`config.mk`:
```
export PLATFORM = sky130hd
export DESIGN_NAME = tr_pulse_gen_flat
export DESIGN_NICKNAME = d
export VERILOG_FILES = /design/src/rtl/tr_pulse_gen_if.sv /design/src/rtl/tr_pulse_gen.sv /design/src/flat_wrapper.sv
export SDC_FILE = /design/constraint.sdc
export NUM_CORES = 1
export LEC_CHECK = 0
export CORE_ASPECT_RATIO = 0.9
export CORE_MARGIN = 2
export CORE_UTILIZATION = 35
export CTS_BUF_LIST = sky130_fd_sc_hd__clkbuf_4
export DETAILED_ROUTE_END_ITERATION = 12
export PLACE_DENSITY_LB_ADDON = 0.2
export SYNTH_ARGS = -nofsm -noshare
export SYNTH_HDL_FRONTEND = slang
export SYNTH_SLANG_ARGS = --single-unit
```
`constraint.sdc`:
```
create_clock -name clk -period 3.9 [get_ports clk]
set_input_delay 0.585 -clock clk [delete_from_list [all_inputs] [get_ports clk]]
set_output_delay 0.585 -clock clk [all_outputs]
set_load 0.02 [all_outputs]
```
`src/rtl/tr_pulse_gen_if.sv`:
```
// Command/status bundle between the TR mode mux and the step/direction pulse generator.
// Latency: none, plain wires.
// Backpressure: none; the generator always accepts its command inputs.
interface tr_pulse_gen_if #(
  parameter int WIDTH_TR = 16
);
  logic                drv_en_TR;
  logic                dir_TR;
  logic                counter_en_TR;
  logic [WIDTH_TR-1:0] period_TR;
  logic [WIDTH_TR-1:0] pulse_number;
  logic                start;
  logic                step;
  logic                dir;
  logic                busy;
  logic                done;
  logic [WIDTH_TR-1:0] pulse_cnt;

  // Command side (mode mux / test driver)
  modport master (
    output drv_en_TR, dir_TR, counter_en_TR, period_TR, pulse_number, start,
    input  step, dir, busy, done, pulse_cnt
  );

  // Generator side
  modport slave (
    input  drv_en_TR, dir_TR, counter_en_TR, period_TR, pulse_number, start,
    output step, dir, busy, done, pulse_cnt
  );
endinterface

```
`src/rtl/tr_pulse_gen.sv`:
```
// Step/direction pulse generator (counted or free run); macro TR_DIR_SETUP_EN adds a direction setup dwell.
// Latency: all outputs registered; step rises the cycle after the run is accepted in IDLE.
// Backpressure: none; drv_en_TR low aborts motion on the next cycle, rst wins over everything.
module tr_pulse_gen #(
  parameter int WIDTH_TR  = 16,
  parameter int DIR_SETUP = 8
) (
  input  logic          clk,
  input  logic          rst,
  tr_pulse_gen_if.slave bus
);

  // The cycle counter is shared between step periods and the setup dwell,
  // so it is wide enough for whichever is longer.
  localparam int SW = $clog2(DIR_SETUP + 1);
  localparam int CW = (WIDTH_TR > SW) ? WIDTH_TR : SW;

  typedef logic [WIDTH_TR-1:0] tr_t;
  typedef logic [CW-1:0]       cyc_t;

`ifdef TR_DIR_SETUP_EN
  typedef enum logic [1:0] {ST_IDLE, ST_SETUP, ST_RUN, ST_DONE} state_t;
`else
  typedef enum logic [1:0] {ST_IDLE, ST_RUN, ST_DONE} state_t;
`endif

  state_t r_state;
  logic   r_mode;      // 1 = counted run, latched when the run starts
  tr_t    r_pn;        // target pulse count for a counted run
  tr_t    r_cnt;       // completed periods, saturating
  tr_t    r_per;       // effective period of the period in progress
  cyc_t   r_cyc;       // cycle index inside the period / setup dwell
  logic   r_step;
  logic   r_dir;
  logic   r_busy;
  logic   r_done;

  tr_t    w_per_eff;
  cyc_t   w_cyc_nxt;
  logic   w_last;
  logic   w_step_nxt;
  tr_t    w_cnt_inc;
  logic   w_cnt_reach;
  logic   w_go;

  // Periods shorter than 2 cycles cannot show both a high and a low phase.
  assign w_per_eff   = (bus.period_TR < tr_t'(2)) ? tr_t'(2) : bus.period_TR;
  assign w_cyc_nxt   = r_cyc + cyc_t'(1);
  assign w_last      = (r_cyc == (cyc_t'(r_per) - cyc_t'(1)));
  // High for the first floor(Pe/2) cycles of the period.
  assign w_step_nxt  = (w_cyc_nxt < cyc_t'(r_per >> 1));
  assign w_cnt_inc   = (&r_cnt) ? r_cnt : (r_cnt + tr_t'(1));
  assign w_cnt_reach = (w_cnt_inc >= r_pn);
  assign w_go        = bus.drv_en_TR & (~bus.counter_en_TR | bus.start);

`ifdef TR_DIR_SETUP_EN
  logic w_dir_chg;
  logic w_setup_last;
  assign w_dir_chg    = (bus.dir_TR != r_dir);
  assign w_setup_last = (r_cyc == cyc_t'(DIR_SETUP - 1));
`endif

  // Control FSM with registered step/dir/busy/done and the pulse counter.
  always_ff @(posedge clk) begin
    if (rst) begin
      r_state <= ST_IDLE;
      r_mode  <= 1'b0;
      r_pn    <= '0;
      r_cnt   <= '0;
      r_per   <= '0;
      r_cyc   <= '0;
      r_step  <= 1'b0;
      r_dir   <= 1'b0;
      r_busy  <= 1'b0;
      r_done  <= 1'b0;
    end else begin
      case (r_state)
        ST_IDLE: begin
          r_done <= 1'b0;
          r_step <= 1'b0;
          if (w_go) begin
            r_mode <= bus.counter_en_TR;
            r_pn   <= bus.pulse_number;
            r_cnt  <= '0;
            r_dir  <= bus.dir_TR;
            r_busy <= 1'b1;
            r_cyc  <= '0;
            if (bus.counter_en_TR && (bus.pulse_number == '0)) begin
              // Zero-length counted run: report completion without stepping.
              r_state <= ST_DONE;
              r_done  <= 1'b1;
`ifdef TR_DIR_SETUP_EN
            end else if (w_dir_chg) begin
              r_state <= ST_SETUP;
`endif
            end else begin
              r_state <= ST_RUN;
              r_per   <= w_per_eff;
              r_step  <= 1'b1;
            end
          end
        end

`ifdef TR_DIR_SETUP_EN
        ST_SETUP: begin
          if (!bus.drv_en_TR) begin
            r_state <= ST_IDLE;
            r_busy  <= 1'b0;
            r_step  <= 1'b0;
          end else if (w_setup_last) begin
            // Dwell over: open a fresh period with the current period_TR.
            r_state <= ST_RUN;
            r_per   <= w_per_eff;
            r_cyc   <= '0;
            r_step  <= 1'b1;
          end else begin
            r_cyc <= w_cyc_nxt;
          end
        end
`endif

        ST_RUN: begin
          if (!bus.drv_en_TR) begin
            // Abort: pulse_cnt keeps the periods already completed.
            r_state <= ST_IDLE;
            r_busy  <= 1'b0;
            r_step  <= 1'b0;
          end else if (w_last) begin
            r_cnt <= w_cnt_inc;
            r_cyc <= '0;
            if (r_mode && w_cnt_reach) begin
              r_state <= ST_DONE;
              r_done  <= 1'b1;
              r_step  <= 1'b0;
            end else begin
              // Period boundary: the only place dir may follow dir_TR mid-run.
              r_dir <= bus.dir_TR;
`ifdef TR_DIR_SETUP_EN
              if (w_dir_chg) begin
                r_state <= ST_SETUP;
                r_step  <= 1'b0;
              end else begin
                r_per  <= w_per_eff;
                r_step <= 1'b1;
              end
`else
              r_per  <= w_per_eff;
              r_step <= 1'b1;
`endif
            end
          end else begin
            r_cyc  <= w_cyc_nxt;
            r_step <= w_step_nxt;
          end
        end

        ST_DONE: begin
          // Starts seen here are dropped; a new run needs a start in IDLE.
          r_state <= ST_IDLE;
          r_done  <= 1'b0;
          r_busy  <= 1'b0;
          r_step  <= 1'b0;
        end

        default: begin
          r_state <= ST_IDLE;
          r_busy  <= 1'b0;
          r_done  <= 1'b0;
          r_step  <= 1'b0;
        end
      endcase
    end
  end

  assign bus.step      = r_step;
  assign bus.dir       = r_dir;
  assign bus.busy      = r_busy;
  assign bus.done      = r_done;
  assign bus.pulse_cnt = r_cnt;

endmodule
```
`src/flat_wrapper.sv`:
```
// flat-port wrapper written by rule: the top's interface ports become plain ports
module tr_pulse_gen_flat 
#(
  parameter int WIDTH_TR  = 16,
  parameter int DIR_SETUP = 8
)
  (clk, rst, bus_drv_en_TR, bus_dir_TR, bus_counter_en_TR, bus_period_TR, bus_pulse_number, bus_start, bus_step, bus_dir, bus_busy, bus_done, bus_pulse_cnt);
  tr_pulse_gen_if #(.WIDTH_TR(WIDTH_TR)) bus_i ();
  input  logic clk;
  input  logic rst;
  input wire logic [$bits(bus_i.drv_en_TR)-1:0] bus_drv_en_TR;
  input wire logic [$bits(bus_i.dir_TR)-1:0] bus_dir_TR;
  input wire logic [$bits(bus_i.counter_en_TR)-1:0] bus_counter_en_TR;
  input wire logic [$bits(bus_i.period_TR)-1:0] bus_period_TR;
  input wire logic [$bits(bus_i.pulse_number)-1:0] bus_pulse_number;
  input wire logic [$bits(bus_i.start)-1:0] bus_start;
  output wire logic [$bits(bus_i.step)-1:0] bus_step;
  output wire logic [$bits(bus_i.dir)-1:0] bus_dir;
  output wire logic [$bits(bus_i.busy)-1:0] bus_busy;
  output wire logic [$bits(bus_i.done)-1:0] bus_done;
  output wire logic [$bits(bus_i.pulse_cnt)-1:0] bus_pulse_cnt;
  assign bus_i.drv_en_TR = bus_drv_en_TR;
  assign bus_i.dir_TR = bus_dir_TR;
  assign bus_i.counter_en_TR = bus_counter_en_TR;
  assign bus_i.period_TR = bus_period_TR;
  assign bus_i.pulse_number = bus_pulse_number;
  assign bus_i.start = bus_start;
  assign bus_step = bus_i.step;
  assign bus_dir = bus_i.dir;
  assign bus_busy = bus_i.busy;
  assign bus_done = bus_i.done;
  assign bus_pulse_cnt = bus_i.pulse_cnt;
  tr_pulse_gen #(.WIDTH_TR(WIDTH_TR), .DIR_SETUP(DIR_SETUP)) u_core (.clk(clk), .rst(rst), .bus(bus_i));
endmodule
```
==> flow_summary.yaml <==
global_route:
  overflow: 0
  grt_pass1_vias: 4272
  grt_pass1_wl_mm: 21.1
  grt_max_degree: 63
  grt_usage: 0.178
  antenna_found_initial: 1
run_status:
  status: "finished, final reports clean"
worst_setup_path:
  cp_top_family: "compound AO/OA/AOI/OAI gates"
  start_kind: "flop"
  critPathBufInv: 2
  end_kind: "flop"
  crit_required_ns: 4.25
  critPathMaxFanout: 9
  cp.arrival_ns: 4.07
  worstSetupPathType: "flop to flop"
  crit_chain: "ha_1 -> and3_1 -> and2_1 -> and4_1 -> buf_4 -> o31a_1 -> or2_2 -> ha_1 -> a21oi_1 -> o21ai_1 -> a41o_1 -> nand4_1 -> o21ai_2 -> o31a_1 -> buf_4 -> mux2i_1"
  crit_path_max_incr_delay_ns: 0.35
  cp_slowest_cell: "o31a_1"
drt:
  post_drt_wl_per_cell_um: 15.4
  drc: 0
  routed_wl_mm: 13.2
  antenna_left: 0
  drt-initial-drc-count: 250
  firstDrtPassIters: 5
  vias: 4493
  viasPerCell: 5.22
synthesis:
  ys.flop_type: "dfxtp_1"
  synthesis.area_mm2: 0.00498
  synthCells: 611
  synth_edf_count: 0
  synth-seq-area-share: 0.285
  synth.distinct_cells: 60
  syn_avg_cell_area_um2: 8.15
  ys_ff_latch: 71
  async_flop_share: 0
  synth.area.top_cells: "dfxtp_1 29%, ha_1 8.3%, mux2i_1 6.8%"
  syn_nets: 682
  synth_top_cell_by_area: "dfxtp_1"
  netlist.area_leader.share: 0.285
  ys_warn_count: 0
clocking:
  cts_hold_buf: 0
  cts_root_buf: "clkbuf_4"
  cts_tree: "built"
  clk_pin_slew_ns: 0.14
  clock_tree.buffer_depth: 2
  clock_latency_ns: 0.46
  cts_buffers: 9
  ctsHtreeMaxLevel: 3
  cts_num_sinks: 71
power:
  total_power_mw: 1.65
  ir_worst_vdd_uv: 187
  power_density_mw_per_mm2: 278
  leakage_nw: 2.35
job:
  max_cap_viol_count: 0
floorplanning:
  dieArea_mm2: 0.0152
  fp.dieW_um: 130
  start_util: 0.357
  row_count: 41
  fp.dieH_um: 117
  io-pin-count: 58
  coreArea_mm2: 0.0140
sta:
  worstMarginPinSlew_ns: 0.633
  hold_viol: 0
  fin_setup_tns_ns: 0
  fin_ws_ns: 0.181
  setup_violations: 0
  slew_headroom: 0.575
  maxSlewViolCount: 0
  clock_skew_ns: 0.0148
  min_period_ns: 3.72
  max_freq_mhz: 269
  finalCritPeriodShare: 0.954
placement:
  place_congestion: 0.903
  numPortBuffers: 57
  dp_hpwl_mm: 10.1
  dp_slack_ns: 0.123
cells_and_area:
  fin_nets: 732
  drive_gt1_frac: 0.0886
  syn2layout_area_growth_pct: 19.5
  fillers: 1444
worst_hold_path:
  hp-class: "flop to flop"
sequential cells by signal (all words and copies together) (netlist names):
name and cells:
u_core.bus.dir 1, u_core.r_state 2, u_core.r_pn 16, u_core.bus.pulse_cnt 16, u_core.bus.step 1, u_core.r_per 16, u_core.r_cyc 16, u_core.r_mode 1
u_core.bus.done 1, u_core.bus.busy 1
per-stage QoR:
stage	utilization	hold slack, ns	instance area [um2]	cells
floorplan	-	0.460	4980	611
global placement	0.414	0.463	5780	843
detailed placement	0.414	0.472	5780	843
CTS	0.425	0.494	5930	859
global route	0.426	0.541	5950	860
finish	0.426	0.490	5950	860
logic make-up after synthesis:
group | Yosys count | share of synthesized area
xor+xnor | 44 | 0.0774
buf+inv | 81 | 0.0666
mux | 35 | 0.0706
fa+ha+maj | 33 | 0.0829
simple gates | 240 | 0.266
compound gates | 107 | 0.151
flops | 71 | 0.285
layout make-up:
class	count	area (um2)	area share
inverter	41	154	0.0259
timing repair buffer	79	731	0.123
clock buffer	9	67.6	0.0114
multi-input combinational	459	3250	0.546
clock inverter	7	80.1	0.0135
antenna	1	2.50	0.000421
tap	193	241	0.0406
sequential	71	1420	0.239
timing repair:
| action | CTS | global route |
|---|---|---|
| setup buffers | 0 | 0 |
| gates resized for setup | 0 | 6 |
| setup endpoints to repair | 0 | 17 |
routing by layer:
layer  up-vias  track usage  share of wire
met1      2095        0.261           0.51
met4         0       0.0588          0.014
met3        12       0.0291          0.045
li1       2277            -              -
met2       109        0.265           0.43
met5         -            0              0
worst min-delay path, delay by kind of cell, from the launching register on:
kind / cells / cell delay (ns)
and+or+nand+nor: 1 / 0.06
muxes: 1 / 0.06
DFF: 1 / 0.33
Yosys cell counts, types with 3 or more instances:
master,instances
dfxtp_1,71
nor2_1,56
nand2b_1,46
inv_1,41
mux2i_1,34
clkbuf_1,33
ha_1,33
xnor2_1,30
nor3_1,21
o21ai_0,21
nand2_1,18
nand3_1,18
a21oi_1,17
nand4_1,15
xor2_1,14
nor4_1,13
a32oi_1,11
o211ai_1,10
o2bb2ai_1,8
or2_2,8
and2_1,7
and3_1,6
and4_1,6
nor2b_1,6
o21a_1,6
a21o_1,5
or4_1,5
a211oi_1,4
a31oi_1,4
buf_2,4
buf_6,3
o31ai_1,3
power by group:
| part | internal (mW) | switching, mW | total, mW |
|---|---|---|---|
| sequential | 0.752 | 0.0387 | 0.791 |
| clock | 0.201 | 0.312 | 0.513 |
| combinational | 0.170 | 0.181 | 0.351 |
placed cells by master, fill, tap and decap left out, types with 7 or more instances in the layout:
cell and instances:
o21ai_0 19, clkdlybuf4s50_1 56, nor2_1 56, nand2_1 18, nor3_1 19, buf_4 22, nand4_1 15, mux2i_1 34
o2bb2ai_1 8, dfxtp_1 70, and2_1 7, nor4_1 12, a32oi_1 11, clkbuf_4 9, nand2b_1 46, a21oi_1 17
or2_2 8, o211ai_1 10, xnor2_1 30, inv_1 41, ha_1 33, xor2_1 14, nand3_1 18
path summary, 6_finish.rpt:
| kind | startpoint | end | slack, ns | cells past startpoint |
|---|---|---|---|---|
| worst max-delay path | u_core.bus.pulse_cnt[0]$_SDFFE_PP0P_ | u_core.r_per[14]$_SDFFE_PP0P_ | 0.18 | 16 |
| worst min-delay path | u_core.bus.dir$_SDFFE_PP0P_ | u_core.bus.dir$_SDFFE_PP0P_ | 0.49 | 2 |
| worst max register to register | u_core.bus.pulse_cnt[0]$_SDFFE_PP0P_ | u_core.r_per[14]$_SDFFE_PP0P_ | 0.18 | 16 |
| worst min register to register | u_core.bus.dir$_SDFFE_PP0P_ | u_core.bus.dir$_SDFFE_PP0P_ | 0.49 | 2 |
No activity file was read; power rests on OpenSTA's default activity.
